File: config.mk
export PLATFORM = sky130hd
export DESIGN_NAME = la_pattern_ctrl
export DESIGN_NICKNAME = d
export VERILOG_FILES = /design/src/rtl/la_pat_pkg.sv /design/src/rtl/la_pat_next.sv /design/src/rtl/la_pattern_ctrl.sv
export SDC_FILE = /design/constraint.sdc
export NUM_CORES = 1
export LEC_CHECK = 0
export CAP_MARGIN = 20
export CORE_ASPECT_RATIO = 1.2
export CORE_UTILIZATION = 45
export DETAILED_ROUTE_END_ITERATION = 8
export GPL_TIMING_DRIVEN = 0
export PLACE_DENSITY = 0.66
export SYNTH_ARGS = -nofsm -noshare
export SYNTH_HDL_FRONTEND = slang
export SYNTH_SLANG_ARGS = --single-unit
File: constraint.sdc
create_clock -name sys_clk -period 3.4 [get_ports sys_clk]
set_input_delay 0.51 -clock sys_clk [delete_from_list [all_inputs] [get_ports sys_clk]]
set_output_delay 0.51 -clock sys_clk [all_outputs]
set_load 0.02 [all_outputs]
File: src/rtl/la_pat_pkg.sv
// Shared types and constants for the logic-analyzer pattern sequencer.
package la_pat_pkg;

  localparam int unsigned DATA_W = 8;
  localparam logic [DATA_W-1:0] LFSR_TAPS = 8'hB8;
  localparam logic [DATA_W-1:0] LFSR_LOCKUP = 8'hFF;

  typedef enum logic [1:0] {
    PAT_ROT   = 2'd0,
    PAT_LFSR  = 2'd1,
    PAT_CNT   = 2'd2,
    PAT_CONST = 2'd3
  } pat_mode_e;

  typedef enum logic [1:0] {
    StIdle = 2'd0,
    StLoad = 2'd1,
    StRun  = 2'd2,
    StDone = 2'd3
  } la_state_e;

endpackage

File: src/rtl/la_pat_next.sv
// Combinational next-value function for the test pattern (rotate, XNOR LFSR, counter, constant).
module la_pat_next
  import la_pat_pkg::*;
(
  input  pat_mode_e         mode_i,
  input  logic [DATA_W-1:0] d_i,
  output logic [DATA_W-1:0] next_o
);

  localparam logic [DATA_W-1:0] One = {{(DATA_W-1){1'b0}}, 1'b1};

  always_comb begin
    next_o = d_i;
    unique case (mode_i)
      PAT_ROT:   next_o = {d_i[DATA_W-2:0], d_i[DATA_W-1]};
      // XNOR feedback: all-zero is a legal state, all-ones is the lock-up state.
      PAT_LFSR:  next_o = {d_i[DATA_W-2:0], ~^(d_i & LFSR_TAPS)};
      PAT_CNT:   next_o = d_i + One;
      PAT_CONST: next_o = d_i;
      default:   next_o = d_i;
    endcase
  end

endmodule

File: src/rtl/la_pattern_ctrl.sv
// Start/stop burst sequencer driving test_data and the data_clk strobe for LA capture.
// Optional trigger compare output is enabled by defining LA_PAT_TRIG_EN.
module la_pattern_ctrl
  import la_pat_pkg::*;
#(
  parameter int unsigned DIV_W = 16,
  parameter int unsigned LEN_W = 16
) (
  input  logic              sys_clk,
  input  logic              sys_rst_n,
  input  logic              start,
  input  logic              stop,
  input  logic [1:0]        cfg_mode,
  input  logic [DATA_W-1:0] cfg_seed,
  input  logic [DIV_W-1:0]  cfg_div,
  input  logic [LEN_W-1:0]  cfg_len,
`ifdef LA_PAT_TRIG_EN
  input  logic [DATA_W-1:0] cfg_trig,
  output logic              trig_out,
`endif
  output logic              busy,
  output logic              done,
  output logic              data_valid,
  output logic              data_clk,
  output logic [DATA_W-1:0] test_data
);

  localparam logic [DIV_W-1:0] DivOne = DIV_W'(1);
  localparam logic [DIV_W-1:0] DivMin = DIV_W'(2);
  localparam logic [LEN_W-1:0] LenOne = LEN_W'(1);

  la_state_e         state_q, state_d;
  pat_mode_e         mode_q, mode_d;
  logic [DATA_W-1:0] seed_q, seed_d;
  logic [DIV_W-1:0]  div_q, div_d;
  logic [LEN_W-1:0]  len_q, len_d;
  logic [DIV_W-1:0]  phase_q, phase_d;
  logic [LEN_W-1:0]  count_q, count_d;
  logic [DATA_W-1:0] data_q, data_d;
  logic              data_clk_q, data_clk_d;
  logic              data_valid_q, data_valid_d;
  logic [DATA_W-1:0] next_data;
  logic [DIV_W-1:0]  half_m1;
  logic [DIV_W-1:0]  last_phase;

  la_pat_next u_next (
    .mode_i (mode_q),
    .d_i    (data_q),
    .next_o (next_data)
  );

  assign half_m1    = (div_q >> 1) - DivOne;
  assign last_phase = div_q - DivOne;

  always_comb begin
    state_d      = state_q;
    mode_d       = mode_q;
    seed_d       = seed_q;
    div_d        = div_q;
    len_d        = len_q;
    phase_d      = phase_q;
    count_d      = count_q;
    data_d       = data_q;
    data_clk_d   = data_clk_q;
    data_valid_d = 1'b0;
    unique case (state_q)
      StIdle: begin
        if (start && !stop) begin
          mode_d  = pat_mode_e'(cfg_mode);
          seed_d  = cfg_seed;
          div_d   = (cfg_div < DivMin) ? DivMin : cfg_div;
          len_d   = cfg_len;
          state_d = StLoad;
        end
      end
      StLoad: begin
        if (stop) begin
          state_d    = StIdle;
          data_clk_d = 1'b1;
        end else begin
          data_d       = (mode_q == PAT_LFSR && seed_q == LFSR_LOCKUP) ? '0 : seed_q;
          data_valid_d = 1'b1;
          data_clk_d   = 1'b0;
          phase_d      = '0;
          count_d      = LenOne;
          state_d      = StRun;
        end
      end
      StRun: begin
        if (stop) begin
          state_d    = StIdle;
          data_clk_d = 1'b1;
        end else begin
          phase_d = phase_q + DivOne;
          if (phase_q == half_m1) data_clk_d = 1'b1;
          if (phase_q == last_phase) begin
            // cfg_len of zero means free-running; the count then just wraps.
            if (len_q != '0 && count_q == len_q) begin
              state_d    = StDone;
              data_clk_d = 1'b1;
            end else begin
              data_d       = next_data;
              data_valid_d = 1'b1;
              data_clk_d   = 1'b0;
              phase_d      = '0;
              count_d      = count_q + LenOne;
            end
          end
        end
      end
      StDone: begin
        state_d    = StIdle;
        data_clk_d = 1'b1;
      end
      default: state_d = StIdle;
    endcase
  end

  always_ff @(posedge sys_clk) begin
    if (!sys_rst_n) begin
      state_q      <= StIdle;
      mode_q       <= PAT_ROT;
      seed_q       <= '0;
      div_q        <= DivMin;
      len_q        <= '0;
      phase_q      <= '0;
      count_q      <= '0;
      data_q       <= '0;
      data_clk_q   <= 1'b1;
      data_valid_q <= 1'b0;
    end else begin
      state_q      <= state_d;
      mode_q       <= mode_d;
      seed_q       <= seed_d;
      div_q        <= div_d;
      len_q        <= len_d;
      phase_q      <= phase_d;
      count_q      <= count_d;
      data_q       <= data_d;
      data_clk_q   <= data_clk_d;
      data_valid_q <= data_valid_d;
    end
  end

`ifdef LA_PAT_TRIG_EN
  logic [DATA_W-1:0] trig_q, trig_d;
  logic              trig_out_q, trig_out_d;

  always_comb begin
    trig_d     = (state_q == StIdle && start && !stop) ? cfg_trig : trig_q;
    trig_out_d = data_valid_d && (data_d == trig_q);
  end

  always_ff @(posedge sys_clk) begin
    if (!sys_rst_n) begin
      trig_q     <= '0;
      trig_out_q <= 1'b0;
    end else begin
      trig_q     <= trig_d;
      trig_out_q <= trig_out_d;
    end
  end

  assign trig_out = trig_out_q;
`endif

  assign busy       = (state_q != StIdle);
  assign done       = (state_q == StDone);
  assign data_valid = data_valid_q;
  assign data_clk   = data_clk_q;
  assign test_data  = data_q;

endmodule

==> impl_metrics.toml <==
[run_status]
status = "completed"

[route]
first_iter_violations = 276
dr.pass1.iters = 4
drc = 0
post_drt_via_cell_ratio = 5.45
drt-total-wl_um = 13700
vias = 4895
ant_nets = 0
wl_per_cell_um = 15.2

[layout]
layout_commonest_cell = "nand2_1"
final_cell_mix = "131 x nand2_1, 86 x dfxtp_1, 58 x nor2_1"
layout-drive-gt1-share_pct = 5.38
nets = 800
antenna_cells = 0
final_area_mm2 = 0.00642
area_delta_synth_final_pct = 22.4

[clocking]
cts-root-buf = "clkbuf_16"
cts_tree = "yes"
clk_pin_slew_ns = 0.06
clk_latency_ns = 0.34
cts.path.max_buffers = 2
cts.sinks = 86
ctsHtreeMaxLevel = 3
hold_buffers = 0
cts_inserted_buffers = 9

[global_route]
grt.total_usage_pct = 23.5
grt_max_degree = 14
grt_pass1_vias = 4678
grt_pass1_wl_um = 22300
antenna_found_initial = 0
grt_remaining_overflow = 0

[floorplanning]
die-width_um = 101
die_height_um = 120
die_area_mm2 = 0.0121
core_area_mm2 = 0.0112
design.portCount = 58
placementRows = 42
start_util_pct = 46.9

[timing]
hold_violations = 0
setup_violations = 0
holdWs_ns = 0.485
worst_pin_slew_ns = 0.721
fin_skew_ns = 0.00743
post-route-period-util_pct = 95.6
min_period_ns = 3.25
slew_violations = 0
max_freq_mhz = 308
maxSlewHeadroom_pct = 51.5
rsz0062_at_grt = "no"
post-route-worst-setup-slack_ns = 0.151

[placed_design]
dp_worst_setup_slack_ns = -0.280
routabilityCongestion = 0.911
post_dp_cell_area_mm2 = 0.00600
hpwl_um = 10300
io_buffers = 56

[synth]
synth-edff-count = 0
yosys_warnings = 0
ys_seq_elements = 86
synth.distinct_cells = 67
asyncSetResetFlopFracSynth_pct = 0
synth_nets = 727
syn_area_mm2 = 0.00525
avgSynthCellArea_um2 = 7.85
seq_area_frac_synth_pct = 32.8
syn_inst = 668
synth_flop_cell = "dfxtp_1"

[worst_setup_path]
worst-setup-path-type = "register to register"
start_kind = "register"
crit_fanout = 5
worstPathArrival_ns = 3.48
required_ns = 3.63
cp-end-kind = "register"

[worst_hold_path]
worstHoldPathType = "register to register"

[pwr]
cellPowerDensity_mw_per_mm2 = 417
power_leakage_nw = 2.28
vdd_ir_drop_max_mv = 0.245

[job]
max-cap-violations = 0
synthesized netlist by cell type (all sizes together), types with 2 or more instances:
cell	n	share of area, %
a21boi	43	6.2
a21oi	8	0.76
a221o	2	0.38
a22o	2	0.33
a22oi	3	0.43
a31oi	2	0.24
a32oi	2	0.33
a41oi	3	0.50
and3	14	1.7
and3b	2	0.33
buf	4	0.52
clkbuf	38	2.7
dfxtp	86	33
ha	13	3.1
inv	15	1.1
mux2i	9	1.7
nand2	132	9.5
nand2b	6	0.72
nand3	32	3.1
nand4	18	2.1
nor2	59	4.4
nor2b	4	0.48
nor3	9	0.86
nor4	17	2.3
o211ai	2	0.29
o21ai	16	1.5
o21bai	2	0.29
o221a	2	0.43
o22ai	4	0.48
o311ai	2	0.33
o41ai	2	0.69
or2	3	0.36
or3b	2	0.33
or4	2	0.29
xnor2	51	8.5
xor2	38	6.3
kinds of logic (layout without fill, tap and decap cells):
kind of cell / after synthesis / after routing / synth area share (%)
adder cells (fa/ha/maj): 13 / 13 / 3.10
multiplexers: 10 / 10 / 1.93
flip-flops: 86 / 86 / 32.8
AND/OR/NAND/NOR: 309 / 309 / 28.0
buffers and inverters: 57 / 133 / 4.32
AO/OA/AOI/OAI: 104 / 104 / 14.9
XOR/XNOR: 89 / 89 / 14.9
worst paths after layout:
path | start | end | slack (ns) | cells after the start
hold / removal | seed_q[7]$_SDFFE_PN0P_ | seed_q[7]$_SDFFE_PN0P_ | 0.49 | 2
setup / recovery | div_q[1]$_SDFFE_PN1P_ | count_q[13]$_SDFFE_PN0P_ | 0.15 | 10
hold reg to reg | seed_q[7]$_SDFFE_PN0P_ | seed_q[7]$_SDFFE_PN0P_ | 0.49 | 2
setup reg to reg | div_q[1]$_SDFFE_PN1P_ | count_q[13]$_SDFFE_PN0P_ | 0.15 | 10
per-layer routing:
metal  part of all wire (%)  GRT usage [%]
met1                     44           28.3
met2                     49           40.7
met3                    4.0           3.93
met5                      0              0
met4                    3.0           10.6
cell type report:
class,instances,area (um2)
multi-input combinational,525,3360
timing repair buffer,62,618
tap,154,193
sequential,86,1720
clock buffer,10,229
fill,1050,4770
inverter,15,56.3
buffer,42,170
clock inverter,4,73.8
power by group:
| group | internal (W) | switching [W] | leakage (nW) |
|---|---|---|---|
| Sequential | 0.00105 | 0.0000442 | 0.698 |
| Clock | 0.000636 | 0.000394 | 0.148 |
| Combinational | 0.000247 | 0.000305 | 1.43 |
per-stage QoR:
stage | setup TNS, ns | total power, W | utilization [%] | instances
floorplan | 0 | 0.00145 | - | 668
global placement | -5.32 | 0.00162 | 53.6 | 878
detailed placement | -5.69 | 0.00163 | 53.6 | 878
CTS | 0 | 0.00267 | 56.6 | 894
global route | 0 | 0.00279 | 57.4 | 898
finish | 0 | 0.00268 | 57.4 | 898
timing repair:
action / CTS / global route
endpoints found under the setup margin: 40 / 33
pin swaps: 2 / 5
resized for setup: 1 / 8
setup buffers: 2 / 4
worst max-delay path: stages (launching register included):
cell	delay, ns
dfxtp_1	0.36
inv_1	0.10
ha_2	0.22
or3b_1	0.41
or4b_4	0.52
a2111oi_4	0.35
o2111ai_4	0.22
o41ai_4	0.39
buf_4	0.21
nand3_1	0.07
mux2_2	0.28
registers in the layout, indices dropped and copies added, names as in the netlist:
signal / flops
data_valid: 1
len_q: 16
mode_q: 2
phase_q: 16
test_data: 8
state_q: 2
count_q: 16
div_q: 16
data_clk: 1
seed_q: 8
No activity file was read; power rests on OpenSTA's default activity.
